[src/rtl/rv32i_pkg.sv]
// Shared RV32I opcode constants, forward-select codes and scoreboard types for the pipeline controller.
// No logic of its own; the forward-select helper is purely combinational.
// No flow control here; consumers decide when slots advance.
package rv32i_pkg;

    localparam logic [6:0] OPC_LUI    = 7'b0110111;
    localparam logic [6:0] OPC_AUIPC  = 7'b0010111;
    localparam logic [6:0] OPC_JAL    = 7'b1101111;
    localparam logic [6:0] OPC_JALR   = 7'b1100111;
    localparam logic [6:0] OPC_LOAD   = 7'b0000011;
    localparam logic [6:0] OPC_STORE  = 7'b0100011;
    localparam logic [6:0] OPC_BRANCH = 7'b1100011;
    localparam logic [6:0] OPC_OP     = 7'b0110011;

    localparam logic [1:0] FWD_NONE = 2'd0;
    localparam logic [1:0] FWD_EX   = 2'd1;
    localparam logic [1:0] FWD_MEM  = 2'd2;

    typedef enum logic [1:0] {
        ST_RUN      = 2'd0,
        ST_MEM_WAIT = 2'd1,
        ST_FLUSH    = 2'd2
    } ctrl_state_t;

    // rd is stored as x0 for instructions that do not write, so x0 never matches.
    typedef struct packed {
        logic       vld;
        logic [4:0] rd;
        logic       is_load;
        logic       is_mem;
    } sb_slot_t;

    localparam sb_slot_t SLOT_EMPTY = '0;

    function automatic logic [1:0] fwd_sel(input sb_slot_t ex, input sb_slot_t mem,
                                           input logic used, input logic [4:0] rs);
        logic [1:0] sel;
        sel = FWD_NONE;
        if (used && rs != 5'd0) begin
            if (ex.vld && !ex.is_load && ex.rd == rs)
                sel = FWD_EX;
            else if (mem.vld && mem.rd == rs)
                sel = FWD_MEM;
        end
        return sel;
    endfunction

endpackage

[src/rtl/inst_decode_regs.sv]
// Register-usage decode of the ID-stage instruction (sources used, destination written, memory class).
// Purely combinational, 0-cycle latency.
// No flow control; output follows inst every cycle.
module inst_decode_regs
    import rv32i_pkg::*;
(
    input  logic [31:0] inst,
    output logic        uses_rs1,
    output logic        uses_rs2,
    output logic        writes_rd,
    output logic        is_load,
    output logic        is_mem,
    output logic [4:0]  rs1,
    output logic [4:0]  rs2,
    output logic [4:0]  rd
);

    logic [6:0] opcode;
    logic       unused_bits;

    assign opcode      = inst[6:0];
    assign rd          = inst[11:7];
    assign rs1         = inst[19:15];
    assign rs2         = inst[24:20];
    assign unused_bits = ^{inst[31:25], inst[14:12]};

    assign uses_rs1  = !(opcode == OPC_LUI || opcode == OPC_AUIPC || opcode == OPC_JAL);
    assign uses_rs2  = (opcode == OPC_BRANCH) || (opcode == OPC_STORE) || (opcode == OPC_OP);
    assign writes_rd = !(opcode == OPC_STORE || opcode == OPC_BRANCH) && (rd != 5'd0);
    assign is_load   = (opcode == OPC_LOAD);
    assign is_mem    = (opcode == OPC_LOAD) || (opcode == OPC_STORE);

endmodule

[src/rtl/pipeline_ctrl.sv]
// Stall/flush/forward sequencer for the 5-stage RV32I core with a 2-slot (EX, MEM) destination scoreboard.
// Enables, bubbles, flushes and forward selects are combinational (0-cycle); state and counters update on clk.
// A MEM-stage access without dmem_ready freezes every pipeline register until memory completes.
module pipeline_ctrl
    import rv32i_pkg::*;
#(
    parameter int CNT_W     = 16,
    parameter int FLUSH_CYC = 1
) (
    input  logic             clk,
    input  logic             rst_n,
    input  logic [31:0]      id_inst,
    input  logic             id_valid,
    input  logic             ex_taken,
    input  logic             dmem_ready,
    output logic             pc_en,
    output logic             if_id_en,
    output logic             id_ex_en,
    output logic             ex_mem_en,
    output logic             if_id_fl,
    output logic             id_ex_bub,
    output logic [1:0]       fwd_rs1,
    output logic [1:0]       fwd_rs2,
    output logic [CNT_W-1:0] stall_cnt,
    output logic [CNT_W-1:0] flush_cnt
);

    localparam logic [1:0]       SQUASH_INIT = (FLUSH_CYC > 0) ? 2'(FLUSH_CYC - 1) : 2'd0;
    localparam logic [CNT_W-1:0] CNT_MAX     = '1;

    logic        uses_rs1, uses_rs2, writes_rd, is_load, is_mem;
    logic [4:0]  rs1, rs2, rd;

    sb_slot_t    id_slot, ex_slot, mem_slot;
    ctrl_state_t state, state_nxt;
    logic [1:0]  squash_cnt, squash_nxt;
    logic        mem_hold, ex_hit_rs1, ex_hit_rs2, load_use;

    inst_decode_regs u_decode (
        .inst      (id_inst),
        .uses_rs1  (uses_rs1),
        .uses_rs2  (uses_rs2),
        .writes_rd (writes_rd),
        .is_load   (is_load),
        .is_mem    (is_mem),
        .rs1       (rs1),
        .rs2       (rs2),
        .rd        (rd)
    );

    always_comb begin
        id_slot         = SLOT_EMPTY;
        id_slot.vld     = id_valid;
        id_slot.rd      = writes_rd ? rd : 5'd0;
        id_slot.is_load = is_load;
        id_slot.is_mem  = is_mem;
    end

    assign mem_hold   = mem_slot.vld && mem_slot.is_mem && !dmem_ready;
    assign ex_hit_rs1 = uses_rs1 && (rs1 != 5'd0) && (ex_slot.rd == rs1);
    assign ex_hit_rs2 = uses_rs2 && (rs2 != 5'd0) && (ex_slot.rd == rs2);
    assign load_use   = ex_slot.vld && ex_slot.is_load && id_valid && (ex_hit_rs1 || ex_hit_rs2);

    assign fwd_rs1 = fwd_sel(ex_slot, mem_slot, uses_rs1, rs1);
    assign fwd_rs2 = fwd_sel(ex_slot, mem_slot, uses_rs2, rs2);

    // MEM_WAIT shares RUN's rules: its slots are frozen, so mem_hold reduces to !dmem_ready.
    always_comb begin
        state_nxt  = state;
        squash_nxt = squash_cnt;
        pc_en      = 1'b1;
        if_id_en   = 1'b1;
        id_ex_en   = 1'b1;
        ex_mem_en  = 1'b1;
        if_id_fl   = 1'b0;
        id_ex_bub  = 1'b0;
        if (rst_n) begin
            case (state)
                ST_RUN, ST_MEM_WAIT: begin
                    state_nxt = ST_RUN;
                    if (mem_hold) begin
                        pc_en     = 1'b0;
                        if_id_en  = 1'b0;
                        id_ex_en  = 1'b0;
                        ex_mem_en = 1'b0;
                        state_nxt = ST_MEM_WAIT;
                    end else if (ex_taken) begin
                        if_id_fl  = 1'b1;
                        id_ex_bub = 1'b1;
                        if (FLUSH_CYC > 0) begin
                            state_nxt  = ST_FLUSH;
                            squash_nxt = SQUASH_INIT;
                        end
                    end else if (load_use) begin
                        pc_en     = 1'b0;
                        if_id_en  = 1'b0;
                        id_ex_bub = 1'b1;
                    end
                end
                ST_FLUSH: begin
                    if_id_fl = 1'b1;
                    if (ex_taken)
                        squash_nxt = SQUASH_INIT;
                    else if (squash_cnt == 2'd0)
                        state_nxt = ST_RUN;
                    else
                        squash_nxt = squash_cnt - 2'd1;
                end
                default: state_nxt = ST_RUN;
            endcase
        end
    end

    always_ff @(posedge clk or negedge rst_n) begin
        if (!rst_n) begin
            state      <= ST_RUN;
            squash_cnt <= 2'd0;
            ex_slot    <= SLOT_EMPTY;
            mem_slot   <= SLOT_EMPTY;
        end else begin
            state      <= state_nxt;
            squash_cnt <= squash_nxt;
            if (ex_mem_en) begin
                mem_slot <= ex_slot;
                ex_slot  <= (id_valid && !id_ex_bub && !if_id_fl) ? id_slot : SLOT_EMPTY;
            end
        end
    end

    always_ff @(posedge clk or negedge rst_n) begin
        if (!rst_n) begin
            stall_cnt <= '0;
            flush_cnt <= '0;
        end else begin
            if (!pc_en && stall_cnt != CNT_MAX)
                stall_cnt <= stall_cnt + CNT_W'(1);
            if (if_id_fl && flush_cnt != CNT_MAX)
                flush_cnt <= flush_cnt + CNT_W'(1);
        end
    end

endmodule
[config.mk]
export PLATFORM = sky130hd
export DESIGN_NAME = pipeline_ctrl
export DESIGN_NICKNAME = d
export VERILOG_FILES = /design/src/rtl/rv32i_pkg.sv /design/src/rtl/inst_decode_regs.sv /design/src/rtl/pipeline_ctrl.sv
export SDC_FILE = /design/constraint.sdc
export NUM_CORES = 1
export LEC_CHECK = 0
export CAP_MARGIN = 10
export CORE_ASPECT_RATIO = 0.5
export CORE_MARGIN = 2
export CORE_UTILIZATION = 40
export CTS_CLUSTER_SIZE = 40
export DETAILED_ROUTE_END_ITERATION = 16
export PLACE_DENSITY_LB_ADDON = 0.08
export SETUP_SLACK_MARGIN = 0.5
export SYNTH_ARGS = -nofsm -noshare
export SYNTH_HDL_FRONTEND = slang
export SYNTH_SLANG_ARGS = --single-unit
[constraint.sdc]
create_clock -name clk -period 2.25 [get_ports clk]
set_clock_uncertainty 0.15 [all_clocks]
set_input_delay 0.3375 -clock clk [delete_from_list [all_inputs] [get_ports clk]]
set_output_delay 0.3375 -clock clk [all_outputs]
set_load 0.02 [all_outputs]
== After elaboration in Yosys (flattened, before gate mapping) ==
Cells that the tools add are included.

* $add $sub $neg: 3
* Multiply operators: 0
* Divide/modulo/power cells: 0
* Order comparisons: 0
* Eq/ne operators: 20
* Shifts and indexed selects: 0
* Mux-type cells: 35
* Bitwise gates (word level): 0
* Reductions and logical operators: 41

{| class="wikitable"
|+ Operators with widths
! kind !! count
|-
| adder 16 x 1 -> 16 bit, second input constant || 2
|-
| != test 16 bit, second input constant || 2
|-
| two-way mux 2 bit || 14
|-
| == test 7 x 6 -> 1 bit, second input constant || 3
|-
| == test 5 bit || 4
|-
| logical AND 1 bit || 19
|-
| two-way mux 1 bit || 16
|-
| nonzero test 5 bit || 3
|-
| == test 7 bit, second input constant || 2
|-
| two-way mux 8 bit || 1
|-
| != test 2 bit, second input constant || 4
|-
| case mux 2 bit (2 select lines) || 2
|-
| == test 7 x 2 -> 1 bit, second input constant || 1
|-
| == test 7 x 5 -> 1 bit, second input constant || 1
|-
| zero test 1 bit || 7
|-
| logical OR 1 bit || 6
|-
| two-way mux 5 bit || 1
|-
| AND reduction 5 bit || 1
|-
| zero test 2 bit || 2
|-
| != test 3 bit, second input constant || 1
|-
| AND reduction 3 bit || 1
|-
| == test 2 x 1 -> 1 bit, second input constant || 1
|-
| == test 2 bit, second input constant || 1
|-
| case mux 1 bit (2 select lines) || 1
|-
| other kinds (3) || 3
|}

* Bits in registers: 51
* Latch bits: 0
* Bits in writable memories: 0
* Memory bits (read-only): 0
* Output and inout port bits: 42
* Logic and storage cells: 110
* Memories: 0

== Longest topological paths before layout ==
Gate-level depths: netlist (run 1).

* Word-level depth: 17
* Depth in mapped cells: 8

== Hierarchy ==
A second synthesis (run 1) with hierarchy kept.

* Cells, all modules: 279
* Area, all modules: 2899.0 um^2

{| class="wikitable"
|+ By module, submodules not included
! module !! instances !! cells each !! area each (um^2) !! seq. area each (um^2)
|-
| pipeline_ctrl || 1 || 251 || 2690.1 || 1276.2
|-
| inst_decode_regs || 1 || 28 || 209.0 || 0.0
|}

== Worst setup path before layout (run 1) ==
OpenSTA, ideal clock, no wires.

* Path type: reg-to-output
* Start point: reg ex_slot[6] (netlist name)
* End point: out pc_en
* Arrival: 2.081 ns
* Data required time: 1.762 ns
* Path slack: -0.318 ns
* Stages on the path, launching flop included: 9
* Path through: dfrtp_1 -> xor2_1 -> nor3_1 -> or3b_1 -> o21a_1 -> o41ai_4 -> buf_6 -> inv_1 -> buf_4

* Cells in the longest elaborated chain, start to end: 9

{| class="wikitable"
|+ Ends and longest elaborated chain
! item !! line !! source
|-
| start, declared || pipeline_ctrl.sv:34 || <nowiki>sb_slot_t id_slot, ex_slot, mem_slot;</nowiki>
|-
| start signal, assigned || pipeline_ctrl.sv:125 || <nowiki>ex_slot <= (id_valid && !id_ex_bub && !if_id_fl) ? id_slot : SLOT_EMPTY;</nowiki>
|-
| == test 5 bit (on tied branches) || pipeline_ctrl.sv:60, pipeline_ctrl.sv:61 ||
|-
| logical AND 1 bit (on tied branches) || pipeline_ctrl.sv:60, pipeline_ctrl.sv:61 ||
|-
| logical OR 1 bit (*) || pipeline_ctrl.sv:62 || <nowiki>assign load_use = ex_slot.vld && ex_slot.is_load && id_valid && (ex_hit_rs1 || ex_hit_rs2);</nowiki>
|-
| logical AND 1 bit (*) || pipeline_ctrl.sv:62 ||
|-
| two-way mux 1 bit (*) (5 in a row) || n/a ||
|-
| end, declared || pipeline_ctrl.sv:16 || <nowiki>output logic pc_en,</nowiki>
|}

Mark *: on every way between the ends. The rest lies on a longest branch, timed or not.

== Final worst setup path (run 1) ==
* Start point: in id_inst[18]
* End point: out id_ex_bub

* Cells in the longest elaborated chain, start to end: 10

{| class="wikitable"
|+ Ends and longest elaborated chain
! item !! line !! source
|-
| start, declared || pipeline_ctrl.sv:12 || <nowiki>input logic [31:0] id_inst,</nowiki>
|-
| nonzero test 5 bit || pipeline_ctrl.sv:60 || <nowiki>assign ex_hit_rs1 = uses_rs1 && (rs1 != 5'd0) && (ex_slot.rd == rs1);</nowiki>
|-
| logical AND 1 bit || pipeline_ctrl.sv:60 ||
|-
| logical AND 1 bit (*) || pipeline_ctrl.sv:60 ||
|-
| logical OR 1 bit (*) || pipeline_ctrl.sv:62 ||
|-
| logical AND 1 bit (*) || pipeline_ctrl.sv:62 ||
|-
| two-way mux 1 bit (*) || pipeline_ctrl.sv:94 || <nowiki>end else if (load_use) begin</nowiki>
|-
| two-way mux 1 bit (*) || pipeline_ctrl.sv:87 || <nowiki>end else if (ex_taken) begin</nowiki>
|-
| two-way mux 1 bit (*) || pipeline_ctrl.sv:81 || <nowiki>if (mem_hold) begin</nowiki>
|-
| two-way mux 1 bit (*) || pipeline_ctrl.sv:78 || <nowiki>case (state)</nowiki>
|-
| two-way mux 1 bit (*) || pipeline_ctrl.sv:77 || <nowiki>if (rst_n) begin</nowiki>
|-
| end, declared || pipeline_ctrl.sv:21 || <nowiki>output logic id_ex_bub,</nowiki>
|}

Marks and branches as above.

==> flow_summary.json, run 1 <==
{
  "run_status": "finished, violations left",
  "violations_in_the_final_reports": "negative setup slack",
  "grt_util_met2_pct": 34.7,
  "postSynthCellCount": 275,
  "post_synth_main_area_contributors": "dfrtp_1, xnor2_1, nand2_1, xor2_1, nand3_1",
  "synth.cell_area_um2": 2720,
  "detailedPlacementHpwl_um": 5370,
  "powerDensity_nw_per_um2": 636,
  "cts_buffers": 5,
  "cts-root-to-sink-buffers": 2,
  "synth_sequential_area_ratio_pct": 46.9,
  "viasPerCell": 5.03,
  "layout-drive-gt1-share_pct": 35.1,
  "met1_usage_pct": 27.3,
  "total_power_mw": 2.78,
  "routability_driven_placement_congestion_ratio": 0.869,
  "setup.worst_path.end_class": "output port",
  "placed_cell_area_um2": 3960,
  "globalRouteTotalUtil_pct": 21.2,
  "timing.final.setup_violations": 28,
  "synthToLayoutAreaGrowth_pct": 60.9,
  "worstRegToRegCells": 8,
  "wl_per_cell_um": 15.0,
  "drt_first_iter_violations": 102,
  "start_kind": "input pin",
  "grt_busiest_layer": "met2",
  "floorplan.die_area_um2": 7520,
  "max_stage_delay_ns": 0.45,
  "final_area_um2": 4380,
  "cts_hold_buf": 0,
  "critPathTopFamily": "simple AND/OR/NAND/NOR gates",
  "number_of_antenna_violations_at_the_first_check_in_global_routing": 0,
  "critical-path-slowest-cell": "clkdlybuf4s50_1",
  "rsz0062_at_grt": "true",
  "global_route.overflow_total": 0,
  "start_util_pct": 41.1,
  "firstDrtPassIters": 4,
  "critical_path_arrival_ns": 2.11,
  "leakagePower_nw": 2.13,
  "via_count": 2508,
  "drt-total-wl_um": 7470,
  "clk_transition_reported_paths_ns": 0.07,
  "num_antenna_cells": 0,
  "remaining_drc_errors": 0,
  "timing.final.max_slew_violations": 0,
  "crit_path_cell_trace": "clkdlybuf4s50_1 -> xor2_1 -> nor3_2 -> nand3_1 -> buf_4 -> or4_4 -> nand2_2 -> buf_6",
  "grt_max_degree": 34,
  "ff2ff_setup_slack_ns": -0.20,
  "slew_headroom_pct": 73.8,
  "path_buf_inv": 3,
  "layout_setup_ws_ns": -0.347,
  "post-synth-top-count-cell": "dfrtp_1",
  "post-route-min-period_ns": 2.60,
  "cts_tree": "built",
  "synth.distinct_cells": 42,
  "synth_largest_type_area_fraction_pct": 46.9,
  "critPathKind": "in2out",
  "synth_edf_count": 0,
  "top_level_ports": 79,
  "crit-reg2reg-launch": "ex_slot[4]",
  "ctsHtreeMaxLevel": 2,
  "path_max_fanout": 3,
  "synth_warnings": 0,
  "nNetsFinal": 447,
  "die-height_um": 62.3,
  "synth_async_reset_ratio_pct": 100,
  "synth_top_cells_by_count": "dfrtp_1, nand2_1, xnor2_1",
  "max_cap_viol_count": 0,
  "final.period_utilization_pct": 115,
  "final_hold_viol_count": 0,
  "tritoncts_num_sinks": 51,
  "clk_root_buffer_cell": "clkbuf_16",
  "dieWidth_um": 121,
  "number_of_global_route_vias_before_repair": 2528,
  "fmax_ghz": 0.385,
  "buffer_ports.inserted": 68,
  "synth.ff_latch_count": 51,
  "tightest_slew_ns": 0.393,
  "rows": 21,
  "mean_area_per_synthesized_cell_um2": 9.90,
  "core_area_um2": 6620,
  "top_flip_flop_cell_by_instance_count_after_synthesis": "dfrtp_1",
  "synthDominantAreaCellType": "dfrtp_1",
  "timing.rr.end": "stall_cnt[1]",
  "hold_path.class": "in2async",
  "clk_latency_ns": 0.29,
  "mappedNetlistNets": 315,
  "critical_path_required_ns": 1.76,
  "irDropWorstVdd_uv": 292,
  "tns_ns": -3.33,
  "grt.met3_usage_pct": 4.96,
  "detail-route-antenna-nets": 0,
  "grt_pass1_wl_um": 12300
}
-- stage by stage --
step           setup WS, ns  instances  hold slack, ns  util (%)
2_1_floorplan        -0.303        275          -0.108         -
4_1_cts              -0.414        494          0.0606      63.5
5_1_grt              -0.416        499          0.0919      66.1
3_5_place_dp         -0.910        477           0.314      59.8
6_report             -0.347        499          0.0435      66.1
3_3_place_gp         -0.885        477           0.311      59.8
-- final cells by class --
class	instances	area [um2]
timing repair buffer	132	1160
clock buffer	7	133
inverter	8	30.0
fill	560	2240
sequential	51	1280
multi-input combinational	209	1660
tap	92	115
-- cells in the final DEF, fill, tap and decap left out, drive strengths merged, types with 2 or more instances in the layout --
cell type	Yosys	final
nor3	12	12
clkdlybuf4s15	0	2
nor4	2	2
or4	3	3
and4	3	3
buf	4	76
nand2	41	41
mux2	3	3
and2	4	4
xnor2	33	33
clkdlybuf4s50	0	10
ha	3	3
a22o	5	5
nand3	22	22
inv	8	8
nor2	11	11
or3b	2	2
nand2b	3	3
nor2b	4	4
nand4	9	9
and3	7	7
dlygate4sd2	0	42
o21ai	7	7
o22ai	2	2
nor3b	2	2
a21oi	2	2
clkbuf	3	9
xor2	17	17
dfrtp	51	51
-- power by group --
part	switching, mW	leakage [nW]	internal, mW
clock network	0.323	0.0640	0.408
registers	0.104	0.683	1.02
logic	0.443	1.39	0.488
total	0.871	2.13	1.91
-- what timing repair did --
action,4_1_cts,5_1_grt
pin swaps,20,22
buffers inserted,10,5
gates cloned,0,0
endpoints found under the setup margin,83,51
resized for setup,139,35
-- per-layer routing --
layer	vias up	share of wire, %
li1	1219	-
met5	-	0
met2	60	50
met4	0	1.4
met1	1221	43
met3	8	5.2
-- worst reg2reg max path: stages, from the launching register on --
cell     delay, ns
dfrtp_1       0.39
xor2_1        0.15
nor3_2        0.19
or3b_4        0.40
o21a_1        0.14
o41ai_4       0.27
buf_4         0.27
nand2_2       0.09
mux2_4        0.29
-- worst max-delay path by stage --
stage	startpoint	endpoint	cells after the start
floorplan	ex_slot[2]	pc_en	8
global placement	id_inst[23]	fwd_rs2[1]	7
detailed placement	id_inst[24]	pc_en	8
CTS	ex_slot[4]	pc_en	7
global route	ex_slot[4]	id_ex_bub	8
finish	id_inst[18]	id_ex_bub	8
-- flip-flops by register name (all words and copies together), names as in the netlist --
register and count:
ex_slot 8, flush_cnt 16, mem_slot 7, squash_cnt 2, stall_cnt 16, state 2
-- logic make-up after synthesis --
kind of cell | synth area share (%)
DFF | 46.9
adders and majority gates | 1.38
and+or+nand+nor | 24.6
buffers and inverters | 2.67
AOI/OAI and AO/OA | 7.13
xor gates and xnor gates | 16.1
muxes | 1.24
No activity file was read; power rests on OpenSTA's default activity.
==> run 2, diff against run 1 <==
Settings changed: CORE_UTILIZATION 40 to 44, SYNTH_HIERARCHICAL set to 1.
==> run 2 against run 1 <==
The run still ends with negative setup slack left. Die area fell by 3.0%. Synthesized cell count increased by 1.5%. Final cell count is 0.80% higher. Utilization grew 11 points. Sequential power grew 4%. Routed wire length is 8.1% higher. Final area rose by 9.2%. Maximum frequency rose by 2.5%. Largest cell class unchanged. Highest routed layer unchanged.
==> flow_summary.json, run 2 <==
{
  "critical_path_required_ns": 1.76,
  "top_flip_flop_cell_by_instance_count_after_synthesis": "dfrtp_1",
  "number_of_antenna_violations_at_the_first_check_in_global_routing": 0,
  "leakagePower_nw": 2.49,
  "synth.cell_area_um2": 2900,
  "dieWidth_um": 119,
  "critPathKind": "reg2out",
  "final.period_utilization_pct": 113,
  "viasPerCell": 5.10,
  "synth_edf_count": 0,
  "layout_setup_ws_ns": -0.283,
  "total_power_mw": 2.89,
  "rsz0062_at_grt": "true",
  "global_route.overflow_total": 0,
  "path_max_fanout": 4,
  "wl_per_cell_um": 16.0,
  "firstDrtPassIters": 4,
  "clk_root_buffer_cell": "clkbuf_16",
  "synth_simple_gate_area_share_pct": 22.5,
  "timing.final.setup_violations": 28,
  "synth_sequential_area_ratio_pct": 44.0,
  "hold_path.class": "in2async",
  "tns_ns": -4.63,
  "final.fill_count": 429,
  "synth_largest_type_area_fraction_pct": 44.0,
  "clk_latency_ns": 0.29,
  "post-synth-top-count-cell": "dfrtp_1",
  "drt_first_iter_violations": 127,
  "powerDensity_nw_per_um2": 603,
  "mostFrequentLayoutCell": "buf_4",
  "dpl_worst_slack_ns": -1.01,
  "clk_transition_reported_paths_ns": 0.07,
  "mappedNetlistNets": 319,
  "mean_area_per_synthesized_cell_um2": 10.4,
  "timing.final.max_slew_violations": 0,
  "dpl.cell_count": 461,
  "floorplan.die_area_um2": 7290,
  "start_kind": "register",
  "globalRouteTotalUtil_pct": 21.8,
  "synth.ff_latch_count": 51,
  "rows": 20,
  "grt_pass1_wl_um": 12600,
  "number_of_global_route_vias_before_repair": 2639,
  "slew_headroom_pct": 54.4,
  "max_cap_viol_count": 0,
  "synth.mux.area_fraction_pct": 2.85,
  "tritoncts_num_sinks": 51,
  "final_hold_viol_count": 0,
  "cts-root-to-sink-buffers": 2,
  "cts_tree": "built",
  "post_synth_main_area_contributors": "dfrtp_1, xor2_1, buf_4, xnor2_1, nand2_1",
  "irDropWorstVdd_uv": 444,
  "synthToLayoutAreaGrowth_pct": 65.0,
  "via_count": 2565,
  "fmax_ghz": 0.395,
  "routability_driven_placement_congestion_ratio": 0.927,
  "post-route-min-period_ns": 2.53,
  "core_area_um2": 6210,
  "ctsHtreeMaxLevel": 2,
  "cts_buffers": 5,
  "synth.distinct_cells": 48,
  "synth_compound_gate_area_share_pct": 7.85,
  "synth_adder_area_share_pct": 1.29,
  "top_regs": "flush_cnt: 16 flops, stall_cnt: 16 flops, ex_slot: 8 flops",
  "run_status": "finished, violations left",
  "grt_max_degree": 55,
  "start_util_pct": 46.7,
  "post_layout_instance_count_excluding_filler_cells": 503,
  "layout-drive-gt1-share_pct": 45.5,
  "detail-route-antenna-nets": 0,
  "buffer_ports.inserted": 68,
  "critical_path_arrival_ns": 2.05,
  "synth_top_cells_by_count": "dfrtp_1, xor2_1, nand2_1",
  "detailedPlacementHpwl_um": 5130,
  "dominant_combinational_cell_family_by_area_after_synthesis": "simple AND/OR/NAND/NOR gates",
  "num_antenna_cells": 0,
  "top_level_ports": 79,
  "postSynthCellCount": 279,
  "synth_async_reset_ratio_pct": 100,
  "drt-total-wl_um": 8070,
  "setup.worst_path.end_class": "output port",
  "synth_warnings": 6,
  "final_area_um2": 4780,
  "post_synth_xor_area_fraction_pct": 15.1,
  "remaining_drc_errors": 0,
  "tightest_slew_ns": 0.684,
  "nNetsFinal": 454,
  "synthDominantAreaCellType": "dfrtp_1",
  "placed_cell_area_um2": 3960,
  "final_cell_mix": "buf_4, dfrtp_1, xor2_1, buf_6, dlygate4sd2_1",
  "die-height_um": 61.4,
  "violations_in_the_final_reports": "negative setup slack"
}
run 2: changes by cell type in the layout (fill, tap and decap cells not counted), sizes merged, moves of 6 or more:
cell | before | now
nand2 | 41 | 22
buf | 76 | 102
xor2 | 17 | 38
nand4 | 9 | 3
dlygate4sd2 | 42 | 34
nor3 | 12 | 20
nand3 | 22 | 13
xnor2 | 33 | 12
run 2: path summary, 6_finish.rpt:
kind / start / to / slack [ns] / depth (start not counted)
max in group asynchronous: rst_n / flush_cnt[5] / 1.30 / 2
max: ex_slot[4] / pc_en / -0.28 / 6
min reg2reg: stall_cnt[13] / stall_cnt[13] / 0.33 / 1
max reg2reg: ex_slot[4] / stall_cnt[12] / -0.25 / 9
min in group clk: stall_cnt[13] / stall_cnt[13] / 0.33 / 1
min: rst_n / state[0] / 0.15 / 2
run 2: kinds of logic after synthesis:
kind of cell | after synthesis
simple gates | 111
buf+inv | 29
mux | 7
xor+xnor | 50
fa+ha+maj | 3
flops | 51
compound gates | 28
run 2: metal layers:
metal	part of all wire, %	GRT usage [%]	up-vias
met5	0	0	-
met4	1.4	6.46	0
met3	4.0	4.26	14
met2	50	38.8	56
met1	44	28.1	1261
li1	-	-	1234
run 2: critical path, cell delays in order (launching register included):
cell       delay [ns]
dfrtp_1          0.42
xor2_1           0.17
nor3_2           0.23
and4b_1          0.27
o2111ai_4        0.16
o31a_4           0.36
buf_6            0.15
run 2: repair_timing:
item / in CTS / in global routing
endpoints found under the setup margin: 82 / 55
buffers inserted: 17 / 17
pin swaps: 41 / 56
hold buffers: 0 / 0
resized for setup: 203 / 60
cloned: 0 / 0
run 2: area by class of cell:
class / instances / area (um2) / area share [%]
multi-input combinational: 199 / 1890 / 39.5
timing repair buffer: 148 / 1330 / 27.9
sequential: 51 / 1280 / 26.8
clock buffer: 7 / 133 / 2.77
tap: 88 / 110 / 2.30
inverter: 9 / 33.8 / 0.706
clock inverter: 1 / 5.00 / 0.105
run 2: stage by stage:
| stage | hold slack, ns | utilization (%) |
|---|---|---|
| 2_1_floorplan | -0.108 | - |
| 3_3_place_gp | 0.325 | 63.8 |
| 3_5_place_dp | 0.328 | 63.8 |
| 4_1_cts | 0.169 | 71.3 |
| 5_1_grt | 0.212 | 77.1 |
| 6_report | 0.152 | 77.1 |
run 2: report_power, final:
| part | total [mW] | switching (mW) | internal, mW |
|---|---|---|---|
| registers | 1.16 | 0.129 | 1.03 |
| logic | 0.989 | 0.488 | 0.501 |
| clock network | 0.738 | 0.326 | 0.412 |
==> run 3, diff against run 2 <==
Settings changed: SKIP_CTS_REPAIR_TIMING set to 1.
Clock period 2.25 ns to 2.1 ns, I/O delays scaled along.
==> run 3 against run 2 <==
Critical path depth stayed put. Combinational power increased by 8%. Register-to-register slack lost 0.15 ns. Routed wire length down 5.1%. Die area is the same. Clock power is 8.7% higher. Largest power group unchanged. The run ends with negative hold slack, negative setup slack left. Critical endpoint unchanged. Critical path type unchanged. Setup slack got worse by 0.12 ns. Sequential cell count stayed put. Final cell count fell by 3.0%. Sequential power increased by 6%. Via count decreased by 2.6%.
==> flow_summary.json, run 3 (synthesized netlist as in run 2, its figures left out) <==
{
  "run_status": "finished, violations left",
  "violations_in_the_final_reports": "negative hold slack, negative setup slack",
  "timing.final.max_slew_violations": 0,
  "clk_transition_reported_paths_ns": 0.07,
  "layout_setup_ws_ns": -0.404,
  "top_level_ports": 79,
  "detailedPlacementHpwl_um": 5120,
  "setup.worst_path.end_class": "output port",
  "global_route.overflow_total": 0,
  "core_area_um2": 6210,
  "final.period_utilization_pct": 119,
  "globalRouteTotalUtil_pct": 20.2,
  "critPathTopFamily": "simple AND/OR/NAND/NOR gates",
  "slew_headroom_pct": 51.5,
  "drt_first_iter_violations": 116,
  "ctsHtreeMaxLevel": 2,
  "critPathKind": "reg2out",
  "worst_hold_slack_ns": -0.0467,
  "cts-root-to-sink-buffers": 2,
  "dieWidth_um": 119,
  "drt-total-wl_um": 7660,
  "post-route-min-period_ns": 2.50,
  "crit_path_start": "ex_slot[4]",
  "clk_latency_ns": 0.29,
  "start_kind": "register",
  "critical-path-slowest-cell": "dfrtp_1",
  "buffer_ports.inserted": 68,
  "floorplan.die_area_um2": 7290,
  "wl_per_cell_um": 15.7,
  "critical_path_arrival_ns": 2.04,
  "dpl.cell_count": 465,
  "irDropWorstVdd_uv": 359,
  "max_cap_viol_count": 0,
  "firstDrtPassIters": 4,
  "die-height_um": 61.4,
  "num_antenna_cells": 0,
  "cts_buffers": 5,
  "hold_path.class": "in2async",
  "final_hold_viol_count": 48,
  "powerDensity_nw_per_um2": 668,
  "worstRegToRegCells": 8,
  "via_count": 2499,
  "total_power_mw": 3.10,
  "tritoncts_num_sinks": 51,
  "clk_root_buffer_cell": "clkbuf_16",
  "final.fill_count": 446,
  "crit_path_end": "pc_en",
  "remaining_drc_errors": 0,
  "crit_path_cell_trace": "xor2_1 -> nor3_2 -> and4b_1 -> o2111ai_4 -> o31a_4 -> buf_6",
  "crit-reg2reg-launch": "ex_slot[4]",
  "max_stage_delay_ns": 0.42,
  "fmax_ghz": 0.399,
  "tns_ns": -7.21,
  "final_cell_mix": "buf_4, dlymetal6s2s_1, dfrtp_1",
  "postLayoutCoreUtil_pct": 74.7,
  "post_layout_instance_count_excluding_filler_cells": 488,
  "grt_max_degree": 32,
  "rows": 20,
  "number_of_antenna_violations_at_the_first_check_in_global_routing": 0,
  "leakagePower_nw": 2.80,
  "viasPerCell": 5.12,
  "detail-route-antenna-nets": 0,
  "mostFrequentLayoutCell": "buf_4",
  "critical_path_required_ns": 1.63,
  "timing.rr.end": "stall_cnt[5]",
  "nNetsFinal": 439,
  "routability_driven_placement_congestion_ratio": 0.894,
  "start_util_pct": 46.7,
  "ff2ff_setup_slack_ns": -0.40,
  "grt_pass1_wl_um": 11800,
  "timing.final.setup_violations": 28,
  "tightest_slew_ns": 0.727,
  "path_max_fanout": 3,
  "path_buf_inv": 1,
  "number_of_global_route_vias_before_repair": 2460,
  "rsz0062_at_grt": "true",
  "cts_tree": "built",
  "worstSetupPathDepth": 6,
  "layout-drive-gt1-share_pct": 39.0,
  "top_regs": "flush_cnt: 16 flops, stall_cnt: 16 flops, ex_slot: 8 flops",
  "synthToLayoutAreaGrowth_pct": 60.0
}
## run 3: cell types whose count changed in the layout (fill, tap and decap cells not counted), sizes merged
cell           change
clkdlybuf4s15      -1
clkdlybuf4s50      +2
buf               -26
dlygate4sd2       -34
dlymetal6s2s      +46
clkbuf             -4
clkinvlp           +2
## run 3: metal layers
layer | global-route usage (%) | vias up | part of all wire (%)
met4 | 5.78 | 0 | 1.5
li1 | - | 1205 | -
met5 | 0 | - | 0
met1 | 26.7 | 1226 | 45
met2 | 34.9 | 56 | 49
met3 | 4.17 | 12 | 4.0
## run 3: how the worst min path moves through the flow
stage / to / slack, ns / startpoint
CTS: squash_cnt[1] / -0.04 / rst_n
floorplan: ex_slot[0] / -0.13 / rst_n
detailed placement: mem_slot[0] / 0.27 / rst_n
global placement: mem_slot[0] / 0.26 / rst_n
finish: mem_slot[0] / -0.05 / rst_n
global route: ex_slot[7] / -0.01 / rst_n
## run 3: cell type report
cell class	instances	area, um2	share of cell area (%)
Inverter	9	33.8	0.728
Multi-Input combinational cell	199	1740	37.6
Sequential cell	51	1280	27.7
Clock buffer	5	125	2.70
Tap cell	88	110	2.37
Clock inverter	3	20.0	0.432
Timing Repair Buffer	133	1320	28.5
## run 3: stage by stage
step           cell area, um2  worst slack [ns]
3_5_place_dp             4030             -1.09
6_report                 4640            -0.404
4_1_cts                  4170             -1.11
2_1_floorplan            3040            -0.411
3_3_place_gp             4030             -1.09
5_1_grt                  4640            -0.479
## run 3: worst register-to-register path, stage by stage (launching register included)
cell       delay (ns)
dfrtp_1          0.42
xor2_1           0.16
nor3_2           0.24
and4b_1          0.28
o2111ai_4        0.16
o31a_4           0.35
buf_8            0.18
nor4b_4          0.30
xor2_1           0.19
## run 3: report_power, final
part	switching, mW	internal [mW]
clock network	0.363	0.439
logic	0.508	0.560
registers	0.121	1.11
total	0.991	2.11
